File: config.mk
export PLATFORM = sky130hd
export DESIGN_NAME = clk_div_prog
export DESIGN_NICKNAME = d
export VERILOG_FILES = /design/src/rtl/clk_div_pkg.sv /design/src/rtl/clk_div_nedge.sv /design/src/rtl/clk_div_prog.sv
export SDC_FILE = /design/constraint.sdc
export NUM_CORES = 1
export LEC_CHECK = 0
export ABC_AREA = 1
export CORE_ASPECT_RATIO = 1.75
export CORE_MARGIN = 2
export CORE_UTILIZATION = 41
export CTS_CLUSTER_DIAMETER = 60
export DETAILED_ROUTE_END_ITERATION = 10
export GPL_ROUTABILITY_DRIVEN = 0
export PLACE_DENSITY = 0.66
export REMOVE_ABC_BUFFERS = 1
export SLEW_MARGIN = 20
export SYNTH_ARGS = -nofsm -noshare
export SYNTH_HDL_FRONTEND = slang
export SYNTH_SLANG_ARGS = --single-unit
File: constraint.sdc
create_clock -name iclk -period 3.3 [get_ports iclk]
set_input_delay 0.33 -clock iclk [delete_from_list [all_inputs] [get_ports iclk]]
set_output_delay 0.33 -clock iclk [all_outputs]
set_load 0.1 [all_outputs]
File: src/rtl/clk_div_pkg.sv
// clk_div_pkg: shared constants and helpers for the programmable clock divider
package clk_div_pkg;
  localparam int DIV_W_DEF = 8;
  localparam int DIV_MIN = 2;
  function automatic int unsigned half_cnt(input int unsigned n);
    return n >> 1;
  endfunction
endpackage

File: src/rtl/clk_div_nedge.sv
// clk_div_nedge: falling-edge retime flop for the odd-divisor half-cycle extension
module clk_div_nedge (
  input  logic iclk,
  input  logic rst,
  input  logic d,
  output logic q
);
  always_ff @(negedge iclk) q <= rst ? 1'b0 : d;
endmodule

File: src/rtl/clk_div_prog.sv
// clk_div_prog: runtime-programmable 50% duty clock divider with boundary-aligned updates
module clk_div_prog
  import clk_div_pkg::*;
#(
  parameter int DIV_W = DIV_W_DEF,
  parameter int DIV_RST = 3
) (
  input  logic             iclk,
  input  logic             rst,
  input  logic             en,
  input  logic [DIV_W-1:0] div_val,
  input  logic             div_load,
  output logic             oclk,
  output logic             tick,
  output logic             active,
  output logic [DIV_W-1:0] div_cur,
  output logic             div_err
);
  logic [DIV_W-1:0] cnt, cnt_n, shadow, shadow_n, div_cur_n;
  logic pend, p_r, n_r, odd_r, boundary, free, bad_ld, load_ok, apply, active_n, p_n;
  always_comb begin
    boundary  = active && cnt == div_cur - 1'b1;
    free      = boundary || !active;
    bad_ld    = div_load && div_val < DIV_W'(DIV_MIN);
    load_ok   = div_load && !bad_ld;
    shadow_n  = load_ok ? div_val : shadow;
    apply     = (load_ok || pend) && free;
    div_cur_n = apply ? shadow_n : div_cur;
    active_n  = free ? en : 1'b1;
    cnt_n     = (active && !boundary) ? cnt + 1'b1 : '0;
    p_n       = active_n && cnt_n < DIV_W'(half_cnt(32'(div_cur_n)));
  end
  always_ff @(posedge iclk) begin
    if (rst) begin
      cnt     <= '0;
      p_r     <= 1'b0;
      active  <= 1'b0;
      div_cur <= DIV_W'(DIV_RST);
      shadow  <= DIV_W'(DIV_RST);
      pend    <= 1'b0;
      div_err <= 1'b0;
      odd_r   <= DIV_RST[0];
    end else begin
      cnt     <= cnt_n;
      p_r     <= p_n;
      active  <= active_n;
      div_cur <= div_cur_n;
      shadow  <= shadow_n;
      pend    <= (pend || load_ok) && !apply;
      div_err <= div_err || bad_ld;
      odd_r   <= div_cur_n[0];
    end
  end
  clk_div_nedge u_nedge (.iclk(iclk), .rst(rst), .d(p_r), .q(n_r));
  assign oclk = odd_r ? (p_r | n_r) : p_r;
  assign tick = active && cnt == '0;
endmodule
### Yosys cells after proc, flatten, opt, wreduce, memory -nomap -nowiden

Cells that the tools add are included.

* add/subtract/negate cells: 2
* bitwise operators: 1
* reduce and logical (&&, ||, !) cells: 16
* $lt $le $gt $ge: 2
* equality and inequality tests: 1
* muxes and demuxes: 5

Operators with widths (number)
* $mux W8: 3
* $add A8 B1 Y8 const B: 1
* $eq A8 B8 Y1: 1
* $logic_and A1 B1 Y1: 8
* $logic_not A8 Y1: 1
* $lt A8 B2 Y1 const B: 1
* $lt A8 B7 Y1: 1
* $sub A8 B1 Y8 const B: 1
* $logic_not A1 Y1: 4
* $logic_or A1 B1 Y1: 3
* $mux W1: 2
* $or A1 B1 Y1: 1

* logic and storage cells: 36
* input bits: 12
* output and inout port bits: 12
* flip-flop bits (word level): 30

### Depth between registers and ports, before layout

Gate-level depths: netlist of run 1.

* word-level depth: 9
* gate-level depth with buffers: 21
* gate-level depth less buffers: 20

### Cells and area by module

Synthesis of run 1 repeated with hierarchy kept, for this count alone.

* cells, all modules: 236
* area, all modules: 1685.4 µm²

By module, submodules not included
* clk_div_prog: instances 1, cells an instance 232, sequential area each 560.5 µm², area each 1651.6 µm²
* clk_div_nedge: instances 1, cells an instance 4, sequential area each 20.0 µm², area each 33.8 µm²

==> reports/metrics.cfg, run 1 <==
[clock_network]
cts_root_buf = clkbuf_8
cts_tree = done
clock_path_buffers = 2
cts_sinks = 29
clk_pin_slew_ns = 0.05
cts_setup_buffers = 0
post_cts_resized = 0
cts-htree-levels = 2
clk_latency_ns = 0.33
cts_buffers = 5
hold_buffers = 0

[critical_path]
arrival_ns = 2.62
cp-start-kind = register
crit_required_ns = 2.97
cp_top_family = flip-flops
path_max_fanout = 1
crit_top_cell = nand2_1
crit_buf_inv = 1
slowest_stage = dfxtp_1
path_cells = nand2_1 -> nand2_1 -> buf_12
max_stage_delay_ns = 0.29
setup.worst_path.end_class = output pin
worst-setup-path-type = register to output pin

[worst_hold_path]
holdCritPathClass = register to register

[die]
dieArea_mm2 = 0.00451
core-area_mm2 = 0.00383
ios = 24
die_h_um = 87.4
start_util_pct = 42.5
placementRows = 30
die_w_um = 51.6

[route]
vias = 1429
route.detailed.drc = 0
drt_iter0_drc = 27
wl_mm = 3.60
vias_per_cell = 4.78
dr.pass1.iters = 4
ant_nets = 0
avgRoutedWirePerCell_um = 12.0

[logic_synthesis]
synth_seq_cells = 29
synth_edf_count = 0
ys_types = 27
synth_area_mm2 = 0.00163
synth_cells = 223
ys.warnings.count = 0
avgSynthCellArea_um2 = 7.30
ys.flop_type = dfxtp_1
ys_async_sr_fraction_pct = 0
ys_seq_area_share_pct = 35.7

[cells_and_area]
fin_nets = 271
final_cells = 299
final_area_mm2 = 0.00199
fillCellCount = 417
diodes = 0
regArea_um2 = 581
layout_commonest_cell = nand2_1
drive_gt1_share_pct = 12.0
multi_input_area_um2 = 916
syn_to_final_growth_pct = 22.1
final_cell_mix = 47 x nand2_1, 36 x nor2_1, 29 x dfxtp_1, 24 x inv_1, 21 x clkdlybuf4s50_1

[global_route]
overflow = 0
grt_first_pass_wirelength_mm = 6.03
grt_pass1_vias = 1382
antenna_found_initial = 0
grt_usage_pct = 18.6
grt_max_degree = 17

[sta]
skew_ns = 0.0560
slew_headroom_pct = 35.1
hold_viol_final = 0
finalMaxSlewViolations = 0
worst_pin_slew_ns = 0.970
worst_slack_ns = 0.352
setup_tns_ns = 0
rsz0062_at_grt = false
setup_viol = 0

[outcome]
status = finished clean

[placed_design]
dp_worst_setup_slack_ns = 0.409
dpl.cell_count = 291
portBuffers = 23
dp_hpwl_mm = 2.96
place_area_mm2 = 0.00191

[run]
cap_violations = 0

[pwr]
pwr_density_cell_mw_per_mm2 = 521
max-vdd-ir-drop_mv = 0.295
leakagePower_nw = 0.894
power_mw = 1.03

## where the power goes
part           total [mW]  internal [mW]  switching, mW
sequential          0.402          0.375         0.0269
clock               0.277          0.151          0.126
combinational       0.356          0.109          0.247
## registers in the layout, indices dropped and copies added, names as in the netlist
signal / cells
div_cur: 8
p_r: 1
shadow: 8
u_nedge.q: 1
active: 1
cnt: 8
pend: 1
div_err: 1
## routing by layer
metal / vias to the layer above / GRT usage, % / wire, um
li1: 754 / - / -
met1: 636 / 16.7 / 1340
met2: 28 / 36.0 / 2010
met3: 11 / 3.61 / 89
met4: 0 / 11.5 / 150
met5: - / 0 / 0
## cells in the mapped netlist (all sizes together), types with 2 or more instances
library cell / count / share of area [%]
clkbuf: 2 / 0.46
inv: 28 / 6.5
buf: 2 / 1.2
o21ai: 11 / 4.8
xnor2: 6 / 3.2
dfxtp: 29 / 36
nor2: 40 / 9.8
mux2i: 7 / 4.3
a21oi: 7 / 2.4
nand4: 3 / 1.2
xor2: 4 / 2.2
nand2: 53 / 14
nor3: 3 / 0.92
nand3: 15 / 4.9
ha: 9 / 6.9
## cells by family (layout without fill, tap and decap cells)
family | after synthesis | after routing | synth area share [%]
AOI/OAI and AO/OA | 18 | 18 | 7.15
xor gates and xnor gates | 10 | 10 | 5.38
adders and majority gates | 9 | 9 | 6.92
buffers and inverters | 32 | 60 | 8.07
DFF | 29 | 29 | 35.7
muxes | 7 | 7 | 4.30
and+or+nand+nor | 118 | 118 | 32.5
## final cells by class
class	count	area share (%)
clock buffers	8	4.03
flip-flops and latches	29	29.2
multi-input cells	162	46.1
well taps	48	3.02
repair buffers	24	12.3
clock inverters	1	0.189
inverters	27	5.10
## final timing paths
path	cells past startpoint	start	to	slack [ns]
min reg2reg	1	cnt[0]	cnt[0]	0.46
min	1	cnt[0]	cnt[0]	0.46
max	3	u_nedge.q	oclk	0.35
max reg2reg	16	div_cur[0]	p_r	0.44
## per-stage QoR
step / utilization [%] / hold slack (ns)
floorplan: - / 0.397
global placement: 49.8 / 0.450
detailed placement: 49.8 / 0.453
CTS: 51.9 / 0.463
global route: 51.9 / 0.483
finish: 51.9 / 0.456
## worst register-to-register path, stage by stage (launching register included)
cell	delay (ns)
dfxtp_1	0.50
inv_2	0.12
ha_1	0.30
xnor2_1	0.12
a21oi_1	0.12
nand3_1	0.13
nor2_1	0.16
nand2_2	0.09
nand2_4	0.12
nand2_4	0.08
inv_2	0.19
nand2_1	0.10
o21ai_2	0.09
ha_1	0.28
a21oi_1	0.16
nand4_1	0.13
a21oi_2	0.11
Power figures use the tool's default switching activity.
==> run 2: changes to the inputs <==
--- a/config.mk
+++ b/config.mk
@@ -6,10 +6,12 @@
 export NUM_CORES = 1
 export LEC_CHECK = 0
 export ABC_AREA = 1
+export ABC_CLOCK_PERIOD_IN_PS = 3300
 export CORE_ASPECT_RATIO = 1.75
 export CORE_MARGIN = 2
 export CORE_UTILIZATION = 41
-export CTS_CLUSTER_DIAMETER = 60
+export CTS_BUF_LIST = sky130_fd_sc_hd__clkbuf_8 sky130_fd_sc_hd__clkbuf_16
+export CTS_CLUSTER_DIAMETER = 120
 export DETAILED_ROUTE_END_ITERATION = 10
 export GPL_ROUTABILITY_DRIVEN = 0
 export PLACE_DENSITY = 0.66
==> reports/metrics.cfg, run 2 (synthesized netlist as in run 1, its figures left out) <==
[cells_and_area]
final_util_pct = 51.9
syn_to_final_growth_pct = 22.1
final_cell_mix = 47 x nand2_1, 36 x nor2_1, 29 x dfxtp_1, 27 x inv_1, 21 x clkdlybuf4s50_1
diodes = 0
drive_gt1_share_pct = 12.0
layout_commonest_cell = nand2_1
top_regs = cnt: 8 flops, div_cur: 8 flops, shadow: 8 flops
fin_nets = 271
final_cells = 299
fillCellCount = 417

[global_route]
grt_first_pass_wirelength_mm = 6.03
grt_max_degree = 17
antenna_found_initial = 0
overflow = 0
grt_pass1_vias = 1382
grt_usage_pct = 18.6

[sta]
finalMaxSlewViolations = 0
setup_viol = 0
worst_slack_ns = 0.352
rsz0062_at_grt = false
worst_pin_slew_ns = 0.970
hold_viol_final = 0
slew_headroom_pct = 35.1
skew_ns = 0.0560

[clock_network]
cts-htree-levels = 2
cts_tree = done
cts_setup_buffers = 0
clock_path_buffers = 2
cts_buffers = 5
cts_sinks = 29
clk_latency_ns = 0.33
cts_root_buf = clkbuf_8
post_cts_resized = 0
hold_buffers = 0
clk_pin_slew_ns = 0.05

[critical_path]
worstReg2RegEnd = p_r
reg2reg_setup_slack_ns = 0.44
cp-start-kind = register
setup.worst_path.end_class = output pin
crit_required_ns = 2.97
critPathLaunch = u_nedge.q
arrival_ns = 2.62
worst-setup-path-type = register to output pin
rr_worst_depth = 16
r2r-start = div_cur[0]
path_max_fanout = 1

[pwr]
max-vdd-ir-drop_mv = 0.296
pwr_density_cell_mw_per_mm2 = 516
leakagePower_nw = 0.906
power_mw = 1.03

[die]
ios = 24
die_w_um = 51.6
start_util_pct = 42.5
die_h_um = 87.4
core-area_mm2 = 0.00383
placementRows = 30
dieArea_mm2 = 0.00451

[route]
ant_nets = 0
vias_per_cell = 4.80
drt_iter0_drc = 28
dr.pass1.iters = 4
vias = 1434
wl_mm = 3.61
route.detailed.drc = 0
avgRoutedWirePerCell_um = 12.1

[worst_hold_path]
min_to = cnt[0]
worstHoldStart = cnt[0]
whs_path_depth = 1
holdCritPathClass = register to register

[placed_design]
dp_hpwl_mm = 2.96
dpl.cell_count = 291
dp_worst_setup_slack_ns = 0.409
portBuffers = 23

[run]
cap_violations = 0

[outcome]
status = finished clean

[run 2: changes by cell type in the layout (fill, tap and decap cells not counted)]
cell | before | now
clkbuf_1 | 3 | 0
inv_1 | 24 | 27
[run 2: critical path, stage by stage (launching register included)]
cell	delay [ns]
dfxtp_1	0.29
nand2_1	0.04
nand2_1	0.11
buf_12	0.18
[run 2: power by group]
part / internal, mW / leakage, nW / switching, mW
combinational: 0.109 / 0.610 / 0.247
clock: 0.141 / 0.0573 / 0.127
sequential: 0.375 / 0.238 / 0.0269
total: 0.626 / 0.906 / 0.401
[run 2: final cells by class]
cell class / instances / area (um2) / area share [%]
Inverter: 27 / 101 / 5.10
Multi-Input combinational cell: 162 / 916 / 46.1
Clock buffer: 5 / 68.8 / 3.46
Clock inverter: 4 / 15.0 / 0.756
Sequential cell: 29 / 581 / 29.2
Tap cell: 48 / 60.1 / 3.02
Timing Repair Buffer: 24 / 245 / 12.3
[run 2: metal layers]
| metal | part of all wire (%) | wire length (um) | up-vias | track usage (%) |
|---|---|---|---|---|
| li1 | - | - | 754 | - |
| met4 | 4.2 | 150 | 0 | 11.5 |
| met5 | 0 | 0 | - | 0 |
| met2 | 56 | 2010 | 28 | 36.0 |
| met1 | 37 | 1340 | 641 | 16.7 |
| met3 | 2.7 | 99 | 11 | 3.61 |
[run 2: how the worst max path moves through the flow]
stage,endpoint,slack (ns),cells past startpoint
final,oclk,0.35,3
after global routing,p_r,0.16,16
after CTS,oclk,0.34,3
after detailed placement,p_r,0.41,14
after global placement,p_r,0.46,16
after floorplan,tick,-1.04,2
[run 2: metrics by stage]
stage / hold slack (ns) / instance area [um2] / TNS (ns)
3_3_place_gp: 0.450 / 1910 / 0
4_1_cts: 0.463 / 1990 / 0
6_report: 0.456 / 1990 / 0
3_5_place_dp: 0.453 / 1910 / 0
5_1_grt: 0.483 / 1990 / 0
2_1_floorplan: 0.397 / 1600 / -1.04
